==> config.mk <==
export PLATFORM = sky130hd
export DESIGN_NAME = legv8_mem_arbiter_flat
export DESIGN_NICKNAME = d
export VERILOG_FILES = /design/src/rtl/legv8_mem_arbiter_pkg.sv /design/src/rtl/legv8_mem_arbiter_if.sv /design/src/rtl/legv8_mem_arbiter_timeout_counter.sv /design/src/rtl/legv8_mem_arbiter.sv /design/src/flat_wrapper.sv
export SDC_FILE = /design/constraint.sdc
export NUM_CORES = 1
export LEC_CHECK = 0
export ABC_AREA = 1
export BUFFER_PORTS_ARGS = -buffer_cell sky130_fd_sc_hd__buf_2
export CAP_MARGIN = 10
export CORE_AREA = 2 2 193 195
export DETAILED_ROUTE_END_ITERATION = 10
export DIE_AREA = 0 0 195 197
export GPL_ROUTABILITY_DRIVEN = 0
export GPL_TIMING_DRIVEN = 0
export PLACE_DENSITY_LB_ADDON = 0.12
export SLEW_MARGIN = 0
export SYNTH_ARGS = -nofsm -noshare
export SYNTH_HDL_FRONTEND = slang
export SYNTH_SLANG_ARGS = --single-unit
==> constraint.sdc <==
create_clock -name clock -period 19.4 [get_ports clock]
set_input_delay 4.85 -clock clock [delete_from_list [all_inputs] [get_ports clock]]
set_output_delay 4.85 -clock clock [all_outputs]
set_load 0.005 [all_outputs]
==> src/rtl/legv8_mem_arbiter_pkg.sv <==
// legv8_pkg: shared widths and the arbiter state encoding.
//   ADDR_W  byte-address width of fetch, data and memory ports
//   DATA_W  memory / data-port word width
//   INSN_W  instruction word width returned to the fetch port
//   arb_state_t  IDLE -> WAIT -> RESP -> IDLE
package legv8_pkg;
  localparam int ADDR_W = 64;
  localparam int DATA_W = 64;
  localparam int INSN_W = 32;

  typedef enum logic [1:0] {
    IDLE = 2'd0,
    WAIT = 2'd1,
    RESP = 2'd2
  } arb_state_t;
endpackage

==> src/rtl/legv8_mem_arbiter_if.sv <==
// legv8_mem_arbiter_if: bundle of the fetch port, data port, memory port
// and bus error flag seen by the arbiter.
//   master : arbiter view (receives requests and mem_ack/mem_rdata, drives
//            acks, read data, memory request and bus_err)
//   slave  : environment view (CPU requesters plus memory model)
interface legv8_mem_arbiter_if;
  import legv8_pkg::*;

  logic              if_req;
  logic [ADDR_W-1:0] if_addr;
  logic              if_ack;
  logic [INSN_W-1:0] if_rdata;

  logic              d_req;
  logic              d_we;
  logic [ADDR_W-1:0] d_addr;
  logic [DATA_W-1:0] d_wdata;
  logic              d_ack;
  logic [DATA_W-1:0] d_rdata;

  logic              mem_req;
  logic              mem_we;
  logic [ADDR_W-1:0] mem_addr;
  logic [DATA_W-1:0] mem_wdata;
  logic              mem_ack;
  logic [DATA_W-1:0] mem_rdata;

  logic              bus_err;

  modport master (
    input  if_req, if_addr, d_req, d_we, d_addr, d_wdata, mem_ack, mem_rdata,
    output if_ack, if_rdata, d_ack, d_rdata, mem_req, mem_we, mem_addr,
           mem_wdata, bus_err
  );

  modport slave (
    output if_req, if_addr, d_req, d_we, d_addr, d_wdata, mem_ack, mem_rdata,
    input  if_ack, if_rdata, d_ack, d_rdata, mem_req, mem_we, mem_addr,
           mem_wdata, bus_err
  );
endinterface

==> src/rtl/legv8_mem_arbiter_timeout_counter.sv <==
// legv8_timeout_counter: counts cycles spent waiting for memory.
//   clock, reset : clock and asynchronous active-high reset
//   clear        : zero the count (asserted on the edge that enters WAIT)
//   enable       : count this cycle (high while in WAIT)
//   expired      : this is the LIMIT-th enabled cycle since the clear
module legv8_timeout_counter #(
  parameter int LIMIT = 16
) (
  input  logic clock,
  input  logic reset,
  input  logic clear,
  input  logic enable,
  output logic expired
);
  localparam int CW = $clog2(LIMIT + 1);

  logic [CW-1:0] count_reg;

  always_ff @(posedge clock or posedge reset) begin
    if (reset) begin
      count_reg <= '0;
    end else if (clear) begin
      count_reg <= '0;
    end else if (enable && (count_reg != CW'(LIMIT))) begin
      count_reg <= count_reg + 1'b1;
    end
  end

  // The count holds the number of completed enabled cycles, so the cycle whose
  // closing edge would make it reach LIMIT is the last one allowed.
  assign expired = enable && (count_reg == CW'(LIMIT - 1));
endmodule

==> src/rtl/legv8_mem_arbiter.sv <==
// legv8_mem_arbiter: shares one memory port between instruction fetch and
// data accesses, one transaction outstanding at a time.
//   clock, reset : clock and asynchronous active-high reset
//   bus          : legv8_mem_arbiter_if.master (fetch, data, memory ports)
// Data wins over fetch unless fetch has been passed over STARVE_MAX times in
// a row. A memory access not acked within TIMEOUT cycles completes with zero
// data and a bus_err pulse alongside the requester's ack.
module legv8_mem_arbiter
  import legv8_pkg::*;
#(
  parameter int TIMEOUT    = 16,
  parameter int STARVE_MAX = 4
) (
  input  logic                  clock,
  input  logic                  reset,
  legv8_mem_arbiter_if.master   bus
);
  localparam int SW = $clog2(STARVE_MAX + 1);

  arb_state_t        state_reg, state_next;
  logic              fetch_reg;
  logic              we_reg;
  logic [ADDR_W-1:0] addr_reg;
  logic [DATA_W-1:0] wdata_reg;
  logic [DATA_W-1:0] rdata_reg;
  logic              err_reg;
  logic [SW-1:0]     starve_reg;

  logic grant;
  logic grant_fetch;
  logic timeout;

  legv8_timeout_counter #(.LIMIT(TIMEOUT)) u_timeout (
    .clock   (clock),
    .reset   (reset),
    .clear   (grant),
    .enable  (state_reg == WAIT),
    .expired (timeout)
  );

  always_ff @(posedge clock or posedge reset) begin
    if (reset) begin
      state_reg <= IDLE;
    end else begin
      state_reg <= state_next;
    end
  end

  always_comb begin
    state_next  = state_reg;
    grant       = 1'b0;
    grant_fetch = 1'b0;
    case (state_reg)
      IDLE: begin
        if (bus.if_req || bus.d_req) begin
          grant       = 1'b1;
          grant_fetch = bus.if_req &&
                        (!bus.d_req || (starve_reg == SW'(STARVE_MAX)));
          state_next  = WAIT;
        end
      end
      WAIT: begin
        // An ack in the final allowed cycle still completes normally.
        if (bus.mem_ack || timeout) begin
          state_next = RESP;
        end
      end
      RESP:    state_next = IDLE;
      default: state_next = IDLE;
    endcase
  end

  always_ff @(posedge clock or posedge reset) begin
    if (reset) begin
      fetch_reg  <= 1'b0;
      we_reg     <= 1'b0;
      addr_reg   <= '0;
      wdata_reg  <= '0;
      rdata_reg  <= '0;
      err_reg    <= 1'b0;
      starve_reg <= '0;
    end else begin
      if (grant) begin
        fetch_reg <= grant_fetch;
        we_reg    <= !grant_fetch && bus.d_we;
        addr_reg  <= grant_fetch ? bus.if_addr : bus.d_addr;
        wdata_reg <= grant_fetch ? '0 : bus.d_wdata;
        err_reg   <= 1'b0;
        // Only a data grant that bypasses a waiting fetch extends the streak.
        if (grant_fetch || !bus.if_req) begin
          starve_reg <= '0;
        end else if (starve_reg != SW'(STARVE_MAX)) begin
          starve_reg <= starve_reg + 1'b1;
        end
      end
      if (state_reg == WAIT) begin
        if (bus.mem_ack) begin
          rdata_reg <= bus.mem_rdata;
        end else if (timeout) begin
          rdata_reg <= '0;
          err_reg   <= 1'b1;
        end
      end
    end
  end

  // Memory-side outputs derive from the state so reset removes them at once.
  assign bus.mem_req   = (state_reg == WAIT);
  assign bus.mem_we    = bus.mem_req && we_reg;
  assign bus.mem_addr  = addr_reg & ~ADDR_W'(7);
  assign bus.mem_wdata = wdata_reg;

  assign bus.if_ack    = (state_reg == RESP) && fetch_reg;
  assign bus.d_ack     = (state_reg == RESP) && !fetch_reg;
  assign bus.bus_err   = (state_reg == RESP) && err_reg;

  // Address bit 2 picks which instruction of the fetched doubleword is wanted.
  assign bus.if_rdata  = addr_reg[2] ? rdata_reg[DATA_W-1:INSN_W]
                                     : rdata_reg[INSN_W-1:0];
  assign bus.d_rdata   = rdata_reg;
endmodule

==> src/flat_wrapper.sv <==
// flat-port wrapper written by rule: the top's interface ports become plain ports
module legv8_mem_arbiter_flat import legv8_pkg::*;
#(
  parameter int TIMEOUT    = 16,
  parameter int STARVE_MAX = 4
)
  (clock, reset, bus_if_req, bus_if_addr, bus_d_req, bus_d_we, bus_d_addr, bus_d_wdata, bus_mem_ack, bus_mem_rdata, bus_if_ack, bus_if_rdata, bus_d_ack, bus_d_rdata, bus_mem_req, bus_mem_we, bus_mem_addr, bus_mem_wdata, bus_bus_err);
  legv8_mem_arbiter_if bus_i ();
  input  logic clock;
  input  logic reset;
  input wire logic [$bits(bus_i.if_req)-1:0] bus_if_req;
  input wire logic [$bits(bus_i.if_addr)-1:0] bus_if_addr;
  input wire logic [$bits(bus_i.d_req)-1:0] bus_d_req;
  input wire logic [$bits(bus_i.d_we)-1:0] bus_d_we;
  input wire logic [$bits(bus_i.d_addr)-1:0] bus_d_addr;
  input wire logic [$bits(bus_i.d_wdata)-1:0] bus_d_wdata;
  input wire logic [$bits(bus_i.mem_ack)-1:0] bus_mem_ack;
  input wire logic [$bits(bus_i.mem_rdata)-1:0] bus_mem_rdata;
  output wire logic [$bits(bus_i.if_ack)-1:0] bus_if_ack;
  output wire logic [$bits(bus_i.if_rdata)-1:0] bus_if_rdata;
  output wire logic [$bits(bus_i.d_ack)-1:0] bus_d_ack;
  output wire logic [$bits(bus_i.d_rdata)-1:0] bus_d_rdata;
  output wire logic [$bits(bus_i.mem_req)-1:0] bus_mem_req;
  output wire logic [$bits(bus_i.mem_we)-1:0] bus_mem_we;
  output wire logic [$bits(bus_i.mem_addr)-1:0] bus_mem_addr;
  output wire logic [$bits(bus_i.mem_wdata)-1:0] bus_mem_wdata;
  output wire logic [$bits(bus_i.bus_err)-1:0] bus_bus_err;
  assign bus_i.if_req = bus_if_req;
  assign bus_i.if_addr = bus_if_addr;
  assign bus_i.d_req = bus_d_req;
  assign bus_i.d_we = bus_d_we;
  assign bus_i.d_addr = bus_d_addr;
  assign bus_i.d_wdata = bus_d_wdata;
  assign bus_i.mem_ack = bus_mem_ack;
  assign bus_i.mem_rdata = bus_mem_rdata;
  assign bus_if_ack = bus_i.if_ack;
  assign bus_if_rdata = bus_i.if_rdata;
  assign bus_d_ack = bus_i.d_ack;
  assign bus_d_rdata = bus_i.d_rdata;
  assign bus_mem_req = bus_i.mem_req;
  assign bus_mem_we = bus_i.mem_we;
  assign bus_mem_addr = bus_i.mem_addr;
  assign bus_mem_wdata = bus_i.mem_wdata;
  assign bus_bus_err = bus_i.bus_err;
  legv8_mem_arbiter #(.TIMEOUT(TIMEOUT), .STARVE_MAX(STARVE_MAX)) u_core (.clock(clock), .reset(reset), .bus(bus_i));
endmodule
==> impl_metrics.yaml, run 1 <==
critical_path:
  crit-reg2reg-capture: "u_core.addr_reg[29]"
  worst_path_max_delay_cell: "sky130_fd_sc_hd__clkbuf_1"
  worst_setup_path_startpoint: "u_core.addr_reg[2]"
  crit_cells: 5
  crit_path_cell_trace: "clkbuf_1 -> clkbuf_1 -> nand2_1 -> o21ai_0 -> buf_2"
  reg2reg_from: "u_core.starve_reg[0]"
  reg2regPathDepth: 10
  critical_path_launch_point_type: "flop"
  timing.critical_path.buf_inv: 3
  critical-path-max-stage-delay_ps: 610
  worst_path_dominant_cell_family: "buffers and inverters"
  cp_data_arrival_time_ps: 2280
  crit_path_end_kind: "output pin"
  critPathCapture: "bus_if_rdata[29]"
  crit_top_cell: "sky130_fd_sc_hd__clkbuf_1"
  register_to_register_path_setup_slack_ps: 17460
  cp_max_fo: 10
  worst-setup-path-type: "reg -> out"
  worst_ep_required_time_ps: 14550
die:
  fp-row-count: 70
  coreArea_um2: 36300
  initial_util: 0.281
  io-pin-count: 491
  die_x_um: 195
  floorplan.die.height_um: 197
  dieArea_um2: 38400
global_route:
  antenna_found_initial: 8
  grt_first_pass_wirelength_mm: 60.3
  first_global_vias: 10500
  grt_use_total: 0.202
  gr-total-overflow: 0
  pin_count_of_the_biggest_net_entering_global_routing: 111
cells_and_area:
  mostFrequentLayoutCells: "514 x sky130_fd_sc_hd__buf_2, 364 x sky130_fd_sc_hd__nand2_1, 203 x sky130_fd_sc_hd__dfrtp_1, 202 x sky130_fd_sc_hd__nand3_1, 199 x sky130_fd_sc_hd__inv_1"
  final_net_count: 2093
  finalInstanceArea_um2: 14000
  most_common_library_cell_in_the_layout_ignoring_fill_and_taps: "sky130_fd_sc_hd__buf_2"
  fraction_of_final_layout_cells_with_drive_strength_greater_than_1: 0.341
  synthToLayoutAreaGrowth_pct: 38.0
  fillerInstances: 3971
clock_tree:
  postCtsSetupBuffers: 0
  cts_h_tree_depth: 1
  postCtsResizedCells: 0
  tritoncts.num_buffers: 25
  clock_insertion_delay_worst_skew_ps: 520
  number_of_hold_buffers_added_after_cts: 0
  numClockSinks: 203
  tritoncts: "done"
  clkTransAtPathRegs_ps: 60
  cts.root.buffer_cell: "sky130_fd_sc_hd__clkbuf_16"
  cts_max_path_buffers: 3
drt:
  drtAntennaViolNets: 0
  post_drt_wl_per_cell_um: 17.2
  postRouteWirelength_mm: 39.9
  drt_iter0_drc: 466
  drtPass1Iterations: 5
  vias: 10400
  drc_violation_count_after_routing: 0
  drt-vias-per-instance: 4.48
power:
  power.share.combinational: 0.450
  totalPowerFinal_mw: 2.21
  leakage_nw: 8.16
  power.internal_mw: 1.32
  pwr_density_cell_nw_per_um2: 157
  power.switching_fraction: 0.402
  pwr-share-seq: 0.340
  power.switching_uw: 889
  clkPwrFrac: 0.210
  ir_drop_uv: 71.1
yosys:
  post_synth_main_area_contributors: "sky130_fd_sc_hd__dfrtp_1 50%, sky130_fd_sc_hd__nand2_1 13%, sky130_fd_sc_hd__nand3_1 9.9%, sky130_fd_sc_hd__inv_1 7.4%, sky130_fd_sc_hd__buf_4 5.0%"
  ys_warn_count: 0
  post_synthesis_cell_type_with_the_largest_combined_area: "sky130_fd_sc_hd__dfrtp_1"
  yosys.area.top_type_share: 0.499
  mappedNetlistArea_um2: 10200
  netlist-cell-type-count: 24
  register_bit_count_reported_by_yosys: 203
  syn_avg_cell_area_um2: 7.75
  synthCells: 1313
  synth.yosys.seq_area_share: 0.499
timing:
  hold_slack_ps: 472
  final_clock_skew_ps: 7.91
  slew_violations: 0
  post-route-period-util: 0.367
  timing_worst_slew_pin_value_ps: 734
  fmax_mhz: 140
  finalSetupViolations: 0
  final-hold-violation-count: 0
  max-slew-margin-rel: 0.511
  final.setup.tns_ps: 0
  post-route-min-period_ps: 7130
  rsz_0062_raised_after_global_routing: "false"
min_path:
  min_path_type: "reg -> reg"
  hold-path-cell-count: 2
  worstHoldStart: "u_core.bus.mem_wdata[34]"
placement:
  post_dp_area_um2: 13200
  dpl.hpwl_mm: 30.6
  buffer_ports.inserted: 483
run_status:
  outcome: "complete, no violations"
flow_run:
  max_cap_violations: 0
==> tightest hold or removal path, stage by stage (launching register included) <==
cell and delay [ps]:
sky130_fd_sc_hd__dfrtp_1 330, sky130_fd_sc_hd__nand2_1 50, sky130_fd_sc_hd__nand2_1 60
==> kinds of logic after synthesis <==
kind of cell	count (synthesis)	share of synthesized area
buf+inv	356	0.161
flops	203	0.499
xor+xnor	2	0.00172
fa+ha+maj	5	0.00615
compound gates	105	0.0529
other cells	1	0.000369
simple gates	641	0.278
==> cells in the mapped netlist (all sizes together) <==
master and instances:
dfrtp 203, nor2 9, conb 1, a21boi 1, o22ai 1, xor2 2
o31ai 1, o21ai 101, nand3 203, buf 107, inv 201, o21a 1
nand4 64, ha 5, clkbuf 48, nand2 365
==> metal layers <==
metal	share of wire	global-route usage	up-vias
li1	-	-	5100
met1	0.41	0.241	4809
met2	0.48	0.358	399
met3	0.081	0.0536	67
met4	0.026	0.0554	6
met5	0.0011	0	-
==> layout make-up <==
cell class | instances | area (µm²) | area share
Sequential cell | 203 | 5080 | 0.362
Multi-Input combinational cell | 756 | 3460 | 0.247
Timing Repair Buffer | 484 | 2440 | 0.174
Buffer | 155 | 883 | 0.0629
Inverter | 201 | 762 | 0.0543
Clock buffer | 38 | 734 | 0.0523
Tap cell | 468 | 586 | 0.0417
Clock inverter | 7 | 78.8 | 0.00561
Antenna cell | 4 | 10.0 | 0.000713
==> power groups by stage <==
stage          sequential, mW  combinational, mW  clock, mW
2_1_floorplan           0.744              0.530          0
3_5_place_dp            0.754               1.01          0
6_report                0.753              0.995      0.463
3_3_place_gp            0.754               1.01          0
5_1_grt                 0.781               1.12      0.496
4_1_cts                 0.754               1.01      0.482
==> stage by stage <==
stage	std cells	worst slack, ps	util
2_1_floorplan	1315	9010	-
3_3_place_gp	2266	5920	0.364
3_5_place_dp	2267	12770	0.365
4_1_cts	2312	12170	0.387
5_1_grt	2315	12040	0.387
6_report	2316	12270	0.387
==> how the worst min path moves through the flow <==
stage                                     to  slack (ps)
floorplan                u_core.addr_reg[20]         450
global placement    u_core.bus.mem_wdata[43]         460
detailed placement  u_core.bus.mem_wdata[44]         460
CTS                 u_core.bus.mem_wdata[33]         480
global route             u_core.addr_reg[14]         490
finish              u_core.bus.mem_wdata[34]         470
No activity file was read; power rests on OpenSTA's default activity.
==> run 2, diff against run 1 <==
Clock period 19.4 ns to 5.99 ns, I/O delays scaled along.
==> run 2 against run 1 <==
Net effect:
- combinational power grew to 3.2 times the previous value
- worst hold slack worse by 2.3 ps
- clock-buffer cell count is 4 lower
- clock skew is 4.6 ps higher
- power grew to 3.3 times the previous value
- first-iteration DRC count is 13% higher
==> impl_metrics.yaml, run 2 (same netlist as run 1, synthesis figures left out) <==
timing:
  post-route-period-util: 0.624
  finalSetupViolations: 0
  final-hold-violation-count: 0
  slew_violations: 0
  final.setup.tns_ps: 0
  rsz_0062_raised_after_global_routing: "false"
  timing_worst_slew_pin_value_ps: 731
  post-route-min-period_ps: 3740
  final_clock_skew_ps: 12.5
  fmax_mhz: 268
  max-slew-margin-rel: 0.512
global_route:
  first_global_vias: 10500
  pin_count_of_the_biggest_net_entering_global_routing: 38
  grt_first_pass_wirelength_mm: 60.3
  antenna_found_initial: 4
  grt_use_total: 0.200
  gr-total-overflow: 0
cells_and_area:
  fraction_of_final_layout_cells_with_drive_strength_greater_than_1: 0.345
  final_cell_count_no_fill: 2319
  finalInstanceArea_um2: 14200
  most_common_library_cell_in_the_layout_ignoring_fill_and_taps: "sky130_fd_sc_hd__buf_2"
  fillerInstances: 3888
  finalCoreUtilization: 0.391
  synthToLayoutAreaGrowth_pct: 39.4
  mostFrequentLayoutCells: "514 x sky130_fd_sc_hd__buf_2, 364 x sky130_fd_sc_hd__nand2_1, 203 x sky130_fd_sc_hd__dfrtp_1, 202 x sky130_fd_sc_hd__nand3_1, 199 x sky130_fd_sc_hd__inv_1"
  final_net_count: 2097
critical_path:
  worst-setup-path-type: "reg -> out"
  crit_top_cell: "sky130_fd_sc_hd__clkbuf_1"
  crit_path_end_kind: "output pin"
  worst_path_max_delay_cell: "sky130_fd_sc_hd__clkbuf_1"
  worst_ep_required_time_ps: 4490
  critical-path-max-stage-delay_ps: 590
  critical_path_launch_point_type: "flop"
  reg2regPathDepth: 10
  cp_data_arrival_time_ps: 2240
  cp_max_fo: 10
  crit_path_cell_trace: "clkbuf_1 -> clkbuf_1 -> nand2_1 -> o21ai_0 -> buf_2"
flow_run:
  max_cap_violations: 0
drt:
  drtPass1Iterations: 7
  drtAntennaViolNets: 0
  drt_iter0_drc: 525
  post_drt_wl_per_cell_um: 17.0
  vias: 10400
  drt-vias-per-instance: 4.50
  drc_violation_count_after_routing: 0
  postRouteWirelength_mm: 39.5
clock_tree:
  tritoncts.num_buffers: 25
  cts_max_path_buffers: 3
  postCtsResizedCells: 0
  cts_h_tree_depth: 1
  number_of_hold_buffers_added_after_cts: 0
  numClockSinks: 203
  tritoncts: "done"
  postCtsSetupBuffers: 0
  cts.root.buffer_cell: "sky130_fd_sc_hd__clkbuf_16"
  clock_insertion_delay_worst_skew_ps: 520
  clkTransAtPathRegs_ps: 60
power:
  leakage_nw: 8.23
  pwr_density_cell_nw_per_um2: 514
  ir_drop_uv: 294
min_path:
  min_path_type: "reg -> reg"
  hold-path-cell-count: 2
die:
  coreArea_um2: 36300
  dieArea_um2: 38400
  io-pin-count: 491
  fp-row-count: 70
  floorplan.die.height_um: 197
  die_x_um: 195
  initial_util: 0.281
run_status:
  outcome: "complete, no violations"
placement:
  dpl.cell_count: 2271
  buffer_ports.inserted: 483
  dpl.hpwl_mm: 30.7
  post_dp_area_um2: 13300
[run 2: critical path: cells and delay by family (launching register included)]
| family | cells | cell delay, ps |
|---|---|---|
| buf+inv | 3 | 1130 |
| flops | 1 | 350 |
| compound gates | 1 | 130 |
| simple gates | 1 | 110 |
[run 2: metal layers]
metal | track usage | wire length, µm | up-vias
met5 | 0 | 0 | -
met2 | 0.352 | 19200 | 399
met4 | 0.0557 | 850 | 0
li1 | - | - | 5107
met3 | 0.0400 | 2780 | 48
met1 | 0.250 | 16700 | 4883
[run 2: through the flow]
step / power (mW) / setup WS (ps) / hold WS (ps)
2_1_floorplan: 4.12 / 1860 / 450
3_3_place_gp: 5.70 / 206 / 458
3_5_place_dp: 5.72 / 2740 / 460
4_1_cts: 7.40 / 2170 / 476
5_1_grt: 7.89 / 2000 / 491
6_report: 7.29 / 2250 / 470
[run 2: report_power, final]
group          total, mW  leakage [nW]  switching (mW)  internal [mW]
registers           2.44          2.51           0.419           2.03
clock network       1.63         0.438           0.611           1.02
logic               3.21          5.28            1.84           1.37
total               7.29          8.23            2.87           4.41
[run 2: worst paths after layout]
path	slack [ps]	from	end
setup / recovery	2250	u_core.addr_reg[2]	bus_if_rdata[25]
max in group asynchronous	3990	reset	u_core.bus.mem_wdata[57]
hold / removal	470	u_core.bus.mem_wdata[56]	u_core.bus.mem_wdata[56]
min in group asynchronous	1090	reset	u_core.bus.d_rdata[2]
hold reg to reg	470	u_core.bus.mem_wdata[56]	u_core.bus.mem_wdata[56]
setup reg to reg	4090	u_core.starve_reg[0]	u_core.addr_reg[2]
[run 2: final cells by class]
type / instances / area, µm² / share of cell area
Sequential cell: 203 / 5080 / 0.358
Multi-Input combinational cell: 756 / 3460 / 0.244
Timing Repair Buffer: 488 / 2520 / 0.178
Buffer: 155 / 883 / 0.0623
Inverter: 201 / 758 / 0.0535
Clock buffer: 34 / 729 / 0.0514
Tap cell: 468 / 586 / 0.0413
Clock inverter: 10 / 156 / 0.0110
Antenna cell: 4 / 10.0 / 0.000706
